<file path="config.mk">
export PLATFORM = sky130hd
export DESIGN_NAME = rf_wr_arb
export DESIGN_NICKNAME = d
export VERILOG_FILES = /design/src/rtl/rf_wr_arb.sv
export SDC_FILE = /design/constraint.sdc
export NUM_CORES = 1
export LEC_CHECK = 0
export ABC_AREA = 0
export ABC_CLOCK_PERIOD_IN_PS = 2150
export BUFFER_PORTS_ARGS = -buffer_cell sky130_fd_sc_hd__buf_2
export CORE_MARGIN = 3
export CORE_UTILIZATION = 42
export CTS_BUF_LIST = sky130_fd_sc_hd__clkbuf_16
export DETAILED_ROUTE_END_ITERATION = 10
export PLACE_DENSITY = 0.77
export SLEW_MARGIN = 0
export SYNTH_ARGS = -nofsm -noshare
export SYNTH_HDL_FRONTEND = slang
export SYNTH_SLANG_ARGS = --single-unit
</file>
<file path="constraint.sdc">
create_clock -name clk -period 2.15 [get_ports clk]
set_clock_uncertainty 0.2 [all_clocks]
set_input_delay 0.3225 -clock clk [delete_from_list [all_inputs] [get_ports clk]]
set_output_delay 0.3225 -clock clk [all_outputs]
set_load 0.01 [all_outputs]
</file>
<file path="src/rtl/rf_wr_arb.sv">
// rf_wr_arb: round-robin arbiter for the single register-file write port, plus a
// per-register pending-write scoreboard that stalls issue on RAW/WAW hazards.
module rf_wr_arb #(
  parameter int unsigned DATA_W = 16,
  parameter int unsigned SEL_W  = 3
) (
  input  logic              clk,
  input  logic              rst,
  // issue-stage reservation and source reads
  input  logic              rsv_valid,
  input  logic [SEL_W-1:0]  rsv_sel,
  input  logic              read1_en,
  input  logic              read2_en,
  input  logic [SEL_W-1:0]  read1regsel,
  input  logic [SEL_W-1:0]  read2regsel,
  // writeback sources
  input  logic              req0_valid,
  input  logic [SEL_W-1:0]  req0_sel,
  input  logic [DATA_W-1:0] req0_data,
  input  logic              req1_valid,
  input  logic [SEL_W-1:0]  req1_sel,
  input  logic [DATA_W-1:0] req1_data,
  output logic              req0_ready,
  output logic              req1_ready,
  // register-file write port
  output logic [SEL_W-1:0]  writeregsel,
  output logic [DATA_W-1:0] writedata,
  output logic              write,
  // status
  output logic [2**SEL_W-1:0] pending,
  output logic              stall,
  output logic              err
);

  localparam int unsigned NReg = 2**SEL_W;

  logic              last0_q, last0_d;   // 1: req0 won the last accept, so req1 is favoured
  logic              write_q, write_d;
  logic [SEL_W-1:0]  wsel_q, wsel_d;
  logic [DATA_W-1:0] wdata_q, wdata_d;
  logic [NReg-1:0]   pend_q, pend_d;
  logic              err_q, err_d;

  logic              gnt0, gnt1, accept;
  logic [SEL_W-1:0]  win_sel;
  logic [DATA_W-1:0] win_data;

  // Grant: a lone requester wins; under contention the source not granted last wins.
  always_comb begin
    gnt0     = req0_valid & (~req1_valid | ~last0_q);
    gnt1     = req1_valid & ~gnt0;
    accept   = gnt0 | gnt1;
    win_sel  = gnt0 ? req0_sel  : req1_sel;
    win_data = gnt0 ? req0_data : req1_data;
  end

  // Hazard stall from the scoreboard; a stalled reservation is not taken.
  always_comb begin
    stall = (read1_en  & pend_q[read1regsel]) |
            (read2_en  & pend_q[read2regsel]) |
            (rsv_valid & pend_q[rsv_sel]);
  end

  // Next-state for write port, pointer, scoreboard and error flag.
  always_comb begin
    last0_d = last0_q;
    write_d = accept;
    wsel_d  = wsel_q;
    wdata_d = wdata_q;
    pend_d  = pend_q;
    err_d   = err_q;
    if (accept) begin
      last0_d = gnt0;
      wsel_d  = win_sel;
      wdata_d = win_data;
      if (!pend_q[win_sel]) begin
        err_d = 1'b1;
      end
    end
    // Clear the landing write; a same-register set is impossible here since stall is high.
    if (write_q) begin
      pend_d[wsel_q] = 1'b0;
    end
    if (rsv_valid && !stall) begin
      pend_d[rsv_sel] = 1'b1;
    end
  end

  // State registers with asynchronous active-low reset.
  always_ff @(posedge clk or negedge rst) begin
    if (!rst) begin
      last0_q <= 1'b0;
      write_q <= 1'b0;
      wsel_q  <= '0;
      wdata_q <= '0;
      pend_q  <= '0;
      err_q   <= 1'b0;
    end else begin
      last0_q <= last0_d;
      write_q <= write_d;
      wsel_q  <= wsel_d;
      wdata_q <= wdata_d;
      pend_q  <= pend_d;
      err_q   <= err_d;
    end
  end

  // Output mapping.
  always_comb begin
    req0_ready  = gnt0;
    req1_ready  = gnt1;
    write       = write_q;
    writeregsel = wsel_q;
    writedata   = wdata_q;
    pending     = pend_q;
    err         = err_q;
  end

endmodule

</file>
# [Word level (Yosys, flattened, before mapping)]
# Index checks and enable logic that the tools add are counted.
[classes] reduce_logical=5 mux=16 bitwise=16 magnitude_cmp=7
[op_table] cell="$lt 3x4->1 const B" count=5
[op_table] cell="$mux 16" count=1
[op_table] cell="$mux 8" count=2
[op_table] cell="$bmux 1 s3" count=4
[op_table] cell="$and 8x8->8" count=1
[op_table] cell="$not 8->8" count=1
[op_table] cell="$or 8x8->8" count=1
[op_table] cell="$demux 1 s3" count=2
[op_table] cell="$ge 3x1->1 const B" count=2
[op_table] cell="$mux 1" count=6
[op_table] cell="$and 1x1->1" count=5
[op_table] cell="$not 1->1" count=4
[op_table] cell="$or 1x1->1" count=4
[op_table] cell="$logic_and 1x1->1" count=3
[op_table] cell="$mux 3" count=1
[op_table] cell="$reduce_and 2->1" count=1
[op_table] cell="$logic_not 1->1" count=1
[word_totals] regBits=30 in_bits=54

# [Depth between registers and ports, before layout]
# Gate-level depths: netlist of run 1.
[logic_depth] ltp_word=9 depth_mapped=8

# [Worst setup path after synthesis of run 1]
# Ideal clock, no wire load.
[synth_timing] kind="register -> register" start="register last0_q" end="register err_q (netlist: err)" path_slack_ns=0.040 arrival_ns=1.772 setup_time_ns=0.139 period_less_slack_ns=2.110 n_path_buf=1 path_stages_with_launch=9 required_time_ns=1.811 cell_sequence="dfrtp_1 > buf_6 > nand2_4 > nand2_4 > inv_4 > mux2i_4 > mux2i_1 > a311o_1 > or4_1"
[synth_between] elab_chain_len=8
[synth_rtl] item="start, declared" line="37" source="logic last0_q, last0_d;"
[synth_rtl] item="start signal, assigned" line="99" source="last0_q <= last0_d;"
[synth_rtl] item="$not 1->1 *" line="50" source="gnt0 = req0_valid & (~req1_valid | ~last0_q);"
[synth_rtl] item="$or 1x1->1 *" line="50"
[synth_rtl] item="$and 1x1->1 *" line="50"
[synth_rtl] item="net req0_ready" line="23" source="output logic req0_ready,"
[synth_rtl] item="$mux 3" line="53" source="win_sel = gnt0 ? req0_sel : req1_sel;"
[synth_rtl] item="$bmux 1 s3" line="76" source="if (!pend_q[win_sel]) begin"
[synth_rtl] item="$mux 1 (not written as such)" line="76"
[synth_rtl] item="$not 1->1 (no line)"
[synth_rtl] item="$reduce_and 2->1 (no line) *"
[synth_rtl] item="end signal, assigned" line="104" source="err_q <= err_d;"
[synth_rtl] item="end, declared" line="42" source="logic err_q, err_d;"
# The timed path passes the listed nets; every way through them passes the cells marked *. The select of a mux whose other input is x is not followed.
# A chain may end at the register's enable or synchronous reset.

# [Worst setup path after layout of run 1]
[layout_timing] start="register pend_q[7] (netlist: pending[7])" end="output port stall"
[layout_between] elab_chain_len=5
[layout_rtl] item="start, declared" line="41" source="logic [NReg-1:0] pend_q, pend_d;"
[layout_rtl] item="start signal, assigned" line="103" source="pend_q <= pend_d;"
[layout_rtl] item="$bmux 1 s3 (on tied branches)" line="59, 60"
[layout_rtl] item="$mux 1 (on tied branches)" line="59, 60"
[layout_rtl] item="$and 1x1->1 (on tied branches)" line="59, 60"
[layout_rtl] item="$or 1x1->1" line="59" source="stall = (read1_en & pend_q[read1regsel]) |"
[layout_rtl] item="$or 1x1->1 *" line="60" source="(read2_en & pend_q[read2regsel]) |"
[layout_rtl] item="end, declared" line="31" source="output logic stall,"
# Every way passes the cells marked *; elsewhere a longest branch is shown, timed or not. The select of a mux whose other input is x is not followed.

==> out/qor.csv, run 1 <==
stage,metric,value,unit
run_status,outcome,finished with violations,
run_status,failing checks,setup timing,
cells_and_area,Fillers,371,
setup_path,"Slowest-stage cell, CP",mux4_2,
global_route,initial antenna violation count,0,
yosys,synthesized area,1800,um2
cells_and_area,share of cells above drive strength 1,41.0,%
floorplanning,die area,5100,um2
clock_network,root buf cell,clkbuf_16,
timing,Worst-Margin Slew,684,ps
timing,"Slew Viols, Final",0,
route,via count,1957,
route,DR iter-0 viols,131,
yosys,Synth Area in Compound Gates,24.3,%
yosys,simple-gate share of the synthesized area,17.2,%
setup_path,worst reg2reg path depth,7,
route,DR DRC count,0,
setup_path,CP bufs+invs,1,
setup_path,crit-path cells,mux4_2 -> o22ai_1 -> o22a_1 -> o21ai_1 -> buf_2,
setup_path,"delay-heaviest family, CP",multiplexers,
yosys,XOR/XNOR share of the synthesized area,0,%
floorplanning,I/O pin total,86,
floorplanning,CORE AREA,4060,um2
route,post-route ant nets,0,
global_route,vias in the first global route,1946,
floorplanning,Row Count,23,
route,vias per inst,5.48,
yosys,async set-reset flop share out of synthesis,100,%
setup_path,Worst setup SP type,flop,
cells_and_area,# nets final,360,
setup_path,critical-path maximum fanout,4,
route,Routed WL per cell,14.9,um
floorplanning,die height,71.4,um
timing,RSZ-0062 raised after global routing,true,
yosys,Cell variety after synth,36,
cells_and_area,Antenna diodes,0,
timing,Final Critical Period,2250,ps
setup_path,CP endpoint kind,output pin,
setup_path,Arrival @ worst endpoint,1720,ps
cells_and_area,area of the multi-input gates,990,um2
cells_and_area,post-route cell area,2510,um2
global_route,largest net degree at the start of global routing,31,
run,Max Cap Viol,0,
yosys,post-synthesis average cell area,8.51,um2
yosys,Synth Flop Type,dfrtp_1,
worst_hold_path,worst hold stages,3,
floorplanning,Die X-Extent,71.4,um
clock_network,Sink Count,30,
setup_path,Stages on worst setup path,5,
yosys,Post-synth EDFFs,0,
clock_network,clock slew at reported path FFs,50,ps
place,gpl congestion,0.843,
clock_network,H-tree levels,2,
setup_path,CP Data Required Time,1630,ps
cells_and_area,P&R area growth vs syn,40.1,%
yosys,Post-Syn Instances,211,
clock_network,CTS tree,done,
timing,Tcrit/Tclk final,104,%
pwr,Leakage,1.23,nW
global_route,total global-route track usage,21.1,%
place,dpl hpwl,3840,um
global_route,first-pass GRT wire length,8780,um
route,drt total wl,5330,um
place,Placed Area,2290,um2
clock_network,"Clk Latency, worst-skew pair",270,ps
clock_network,clock buffer depth,2,
route,Initial DRT Pass Iterations,4,
pwr,VDD IR-drop max,0.681,mV
pwr,Total Power,2.18,mW
setup_path,crit path kind,reg -> out,
yosys,adder-cell share of the synthesized area,0,%
yosys,sequential area share after synthesis,41.8,%
timing,final setup violating endpoints,1,
yosys,number of synthesis warnings,0,
clock_network,TritonCTS Buffers,5,
timing,Highest Clock Rate,445,MHz
timing,final worst setup slack,-95.1,ps
timing,Slew HR,54.4,%
setup_path,"slowest stage delay, CP",490,ps
floorplanning,initial core utilization,44.2,%
place,I/O Buffers,85,
worst_hold_path,worst hold path class,in -> reg,
global_route,GR Overflow Total,0,
cells_and_area,FF/Latch Area,756,um2
pwr,power density over cell area,866,nW/um2
yosys,register bit total from synthesis,30,
yosys,Synth Net Count,265,
timing,Hold Fails Final Rpt,0,
yosys,post-synthesis mux area share,12.1,%
timing,Fin Setup TNS,-95.1,ps
yosys,largest family of logic cells by synthesized area,compound AO/OA/AOI/OAI gates,
-- Yosys cell counts, types with 2 or more instances --
| library cell | count | area share (%) |
|---|---|---|
| nand2_1 | 40 | 8.4 |
| a21oi_1 | 34 | 9.5 |
| dfrtp_1 | 30 | 42 |
| o21ai_0 | 28 | 7.8 |
| clkbuf_1 | 9 | 1.9 |
| mux2_2 | 7 | 4.4 |
| mux2i_1 | 7 | 3.9 |
| nor2_1 | 7 | 1.5 |
| nand2b_1 | 6 | 2.1 |
| o31ai_1 | 6 | 2.5 |
| inv_1 | 4 | 0.84 |
| nand3_1 | 3 | 0.84 |
| a22oi_1 | 2 | 0.84 |
| clkinv_1 | 2 | 0.42 |
| mux4_2 | 2 | 2.5 |
| nand2_4 | 2 | 1.3 |
| nor3_1 | 2 | 0.56 |
| o22ai_1 | 2 | 0.70 |
-- sequential cells by signal, summed over array words and instances, names as in the netlist --
register / cells
pending: 8
last0_q: 1
write: 1
writeregsel: 3
err: 1
writedata: 16
-- kinds of logic (layout without fill, tap and decap cells) --
logic type | Yosys count | in the layout
flops | 30 | 30
compound gates | 78 | 78
simple gates | 67 | 67
buf+inv | 19 | 115
mux | 17 | 17
-- worst register-to-register path, stage by stage, from the launching register on --
cell and delay, ps:
dfrtp_1 410, nand2_4 80, nand2_4 70, inv_4 80, mux2i_4 260, mux2i_1 110, a311o_1 350, or4_1 400
-- final timing paths --
path	endpoint	slack, ps	startpoint
worst max-delay path	stall	-100	pending[7]
worst min-delay path	writedata[14]	70	req1_data[14]
worst max register to register	err	80	last0_q
worst min register to register	pending[4]	360	pending[4]
max in group asynchronous	pending[5]	820	rst
min in group asynchronous	writeregsel[0]	450	rst
-- area by class of cell --
| cell class | instances | area share [%] |
|---|---|---|
| inverters | 7 | 1.14 |
| repair buffers | 100 | 21.5 |
| well taps | 50 | 2.49 |
| clock inverters | 3 | 0.498 |
| clock buffers | 5 | 4.98 |
| multi-input cells | 162 | 39.4 |
| flip-flops and latches | 30 | 30.0 |
-- through the flow --
step	cells	worst slack (ps)	hold WS [ps]	utilization, %
5_1_grt	357	-130	89.0	62.0
2_1_floorplan	211	39.7	-173	-
4_1_cts	356	-119	72.8	61.1
3_3_place_gp	342	85.7	196	56.4
6_report	357	-95.1	70.9	62.0
3_5_place_dp	342	44.6	199	56.4
-- placed cells by master (no fill, tap or decap), types with 2 or more instances in the layout --
master,count
clkbuf_16,5
mux2_2,7
nand2b_1,6
mux2i_1,7
nand3_1,2
a21oi_1,34
dfrtp_2,4
buf_4,14
buf_2,85
clkinv_1,3
a22oi_1,2
dfrtp_1,26
inv_1,5
mux4_2,2
nor2_1,7
nand2_4,2
o21ai_1,2
o31ai_1,6
o21ai_0,26
nor3_1,2
nand2_1,40
-- report_power, final --
part | internal [mW] | switching [mW] | total [mW]
combinational | 0.369 | 0.370 | 0.739
clock | 0.416 | 0.218 | 0.634
sequential | 0.674 | 0.132 | 0.805
-- metal layers --
layer	vias up	GRT usage (%)	share of wire, %
met5	-	0	0
met4	0	6.26	0.75
met3	4	4.07	4.8
met2	60	35.1	51
met1	951	28.0	43
li1	942	-	-
-- what timing repair did --
action	CTS	global route
endpoints found under the setup margin	1	8
gates cloned	0	0
hold buffers	1	0
gates resized for setup	4	7
hold endpoints to repair	30	0
buffers inserted	5	1
pin swaps	2	3
Note: power is estimated with default switching activity, not from simulation.
==> run 2: changes to the inputs <==
- BUFFER_PORTS_ARGS: -buffer_cell sky130_fd_sc_hd__buf_2 -> -buffer_cell sky130_fd_sc_hd__buf_4
==> run 2 against run 1 <==
Die area unchanged. Register-to-register slack worse by 30 ps. Highest routed layer unchanged. The flow still finishes with violations (setup timing). Non-clock buffer count down 1. Sequential power down 0.9%. Via count down 1.2%.
==> out/qor.csv, run 2 (synthesis results as in run 1) <==
stage,metric,value,unit,change
pwr,power density over cell area,834,nW/um2,-3.7%
floorplanning,I/O pin total,86,,unchanged
floorplanning,Die X-Extent,71.4,um,unchanged
floorplanning,initial core utilization,44.2,%,unchanged
run_status,outcome,finished with violations,,
global_route,initial antenna violation count,0,,unchanged
timing,Worst-Margin Slew,389,ps,-295 ps
clock_network,Sink Count,30,,unchanged
global_route,vias in the first global route,1904,,-2.2%
timing,"Slew Viols, Final",0,,unchanged
place,Placed Instances,346,,+1.2%
setup_path,launching point of the worst reg2reg path,pending[7],,
floorplanning,CORE AREA,4060,um2,unchanged
worst_hold_path,Hold Path End,writedata[2],,
route,DR DRC count,0,,unchanged
clock_network,TritonCTS Buffers,5,,unchanged
route,Initial DRT Pass Iterations,4,,unchanged
pwr,NetSw,725,uW,+0.72%
pwr,Pint,1.53,mW,+4.8%
pwr,Clock power frac,27.9,%,-1.2 points
timing,Highest Clock Rate,437,MHz,-1.8%
worst_hold_path,min-delay src,req1_data[2],,
timing,final worst setup slack,-136,ps,-41.4 ps
cells_and_area,P&R area growth vs syn,50.5,%,
setup_path,"setup slack, reg-to-reg",50,ps,-30 ps
setup_path,critical-path maximum fanout,4,,unchanged
timing,Slew HR,74.0,%,+20 points
setup_path,Worst setup SP type,flop,,
worst_hold_path,worst hold stages,3,,unchanged
worst_hold_path,worst hold path class,in -> reg,,
global_route,total global-route track usage,21.4,%,+0.34 points
pwr,Total Power,2.25,mW,+3.4%
cells_and_area,most frequent cells in the layout,"98 x buf_4, 40 x nand2_1, 34 x a21oi_1",,
timing,RSZ-0062 raised after global routing,true,,
run_status,failing checks,setup timing,,
setup_path,CP endpoint kind,output pin,,
timing,Tcrit/Tclk final,106,%,+1.9 points
setup_path,Critical path origin,pending[7],,
setup_path,crit path kind,reg -> out,,
clock_network,clock buffer depth,2,,unchanged
pwr,Leakage,1.29,nW,+5.2%
clock_network,"Clk Latency, worst-skew pair",270,ps,about the same
cells_and_area,Antenna diodes,0,,unchanged
setup_path,Arrival @ worst endpoint,1760,ps,+40 ps
cells_and_area,Non-Filler Instances,355,,-0.56%
clock_network,CTS tree,done,,
pwr,VDD IR-drop max,0.554,mV,-19%
setup_path,RR Endpoint,pending[4],,
timing,Final Critical Period,2290,ps,+41.4 ps
floorplanning,die height,71.4,um,unchanged
place,Placed Area,2530,um2,+11%
run,Max Cap Viol,0,,unchanged
pwr,Flop pwr share,35.4,%,-1.6 points
cells_and_area,"most common cell after layout, fill and taps aside",buf_4,,
global_route,largest net degree at the start of global routing,31,,unchanged
place,I/O Buffers,85,,unchanged
cells_and_area,post-route cell area,2700,um2,+7.4%
clock_network,root buf cell,clkbuf_16,,
route,Routed WL per cell,15.4,um,+3.4%
route,vias per inst,5.45,,-0.62%
timing,Hold Fails Final Rpt,0,,unchanged
floorplanning,Row Count,23,,unchanged
floorplanning,die area,5100,um2,unchanged
place,dpl hpwl,3990,um,+4.0%
route,DR iter-0 viols,104,,-21%
cells_and_area,# nets final,359,,-0.28%
cells_and_area,max reg flops,16,,unchanged
timing,final setup violating endpoints,1,,unchanged
timing,Fin Setup TNS,-136,ps,-41.4 ps
clock_network,clock slew at reported path FFs,50,ps,about the same
route,via count,1934,,-1.2%
pwr,logic gate share of total power,36.7,%,+2.8 points
global_route,first-pass GRT wire length,8740,um,-0.55%
place,gpl congestion,0.774,,-8.2%
clock_network,H-tree levels,2,,unchanged
cells_and_area,share of cells above drive strength 1,39.7,%,-1.4 points
global_route,GR Overflow Total,0,,unchanged
setup_path,worst reg2reg path depth,5,,-2
setup_path,CP Data Required Time,1630,ps,about the same
route,drt total wl,5480,um,+2.8%
timing,worst hold slack,70.8,ps,-0.119 ps
pwr,switching share of total power,32.2,%,-0.87 points
route,post-route ant nets,0,,unchanged
run 2: changes by cell type in the layout (fill, tap and decap cells not counted), moves of 3 or more:
cell and delta:
dfrtp_1 +3, buf_4 +84, dfrtp_2 -3, buf_2 -85
run 2: worst max-delay path by stage:
stage | endpoint | slack [ps] | cells past startpoint
2_1_floorplan | err | 40 | 8
3_3_place_gp | err | 90 | 8
3_5_place_dp | err | 30 | 8
4_1_cts | stall | -140 | 5
5_1_grt | stall | -190 | 5
6_report | stall | -140 | 5
run 2: area by class of cell:
type / count / area [um2]
clock inverters: 2 / 7.51
clock buffers: 5 / 125
repair buffers: 99 / 746
well taps: 50 / 62.6
flip-flops and latches: 30 / 752
inverters: 7 / 28.8
multi-input cells: 162 / 980
fillers: 353 / 1360
run 2: stage by stage:
step / worst slack (ps) / util, %
6_report: -136 / 66.6
5_1_grt: -189 / 66.6
4_1_cts: -136 / 66.1
3_5_place_dp: 28.4 / 62.4
3_3_place_gp: 90.5 / 62.4
2_1_floorplan: 39.7 / -
run 2: power groups by stage:
| stage | Combinational (mW) | Clock, mW | Sequential [mW] |
|---|---|---|---|
| after floorplan | 0.332 | 0 | 0.822 |
| after global placement | 0.784 | 0 | 0.792 |
| after detailed placement | 0.794 | 0 | 0.802 |
| after CTS | 0.814 | 0.639 | 0.793 |
| after global routing | 0.902 | 0.668 | 0.812 |
| final | 0.827 | 0.629 | 0.798 |
run 2: metal layers:
layer	vias to the layer above	track usage [%]	share of wire, %
li1	937	-	-
met3	4	5.33	5.9
met1	930	27.5	42
met2	63	36.1	52
met4	0	5.85	0.69
met5	-	0	0
run 2: timing repair:
action                     CTS  global route
hold endpoints to repair    30             0
setup endpoints to repair    1             3
buffers inserted             1             0
gates resized for setup      1             5
pin swaps                    1             1
hold buffers                 1             0
run 2: critical path, stage by stage, from the launching register on:
cell     delay (ps)
dfrtp_1         420
mux4_2          490
o22ai_2         150
o22a_1          200
o21ai_1          80
buf_4           140
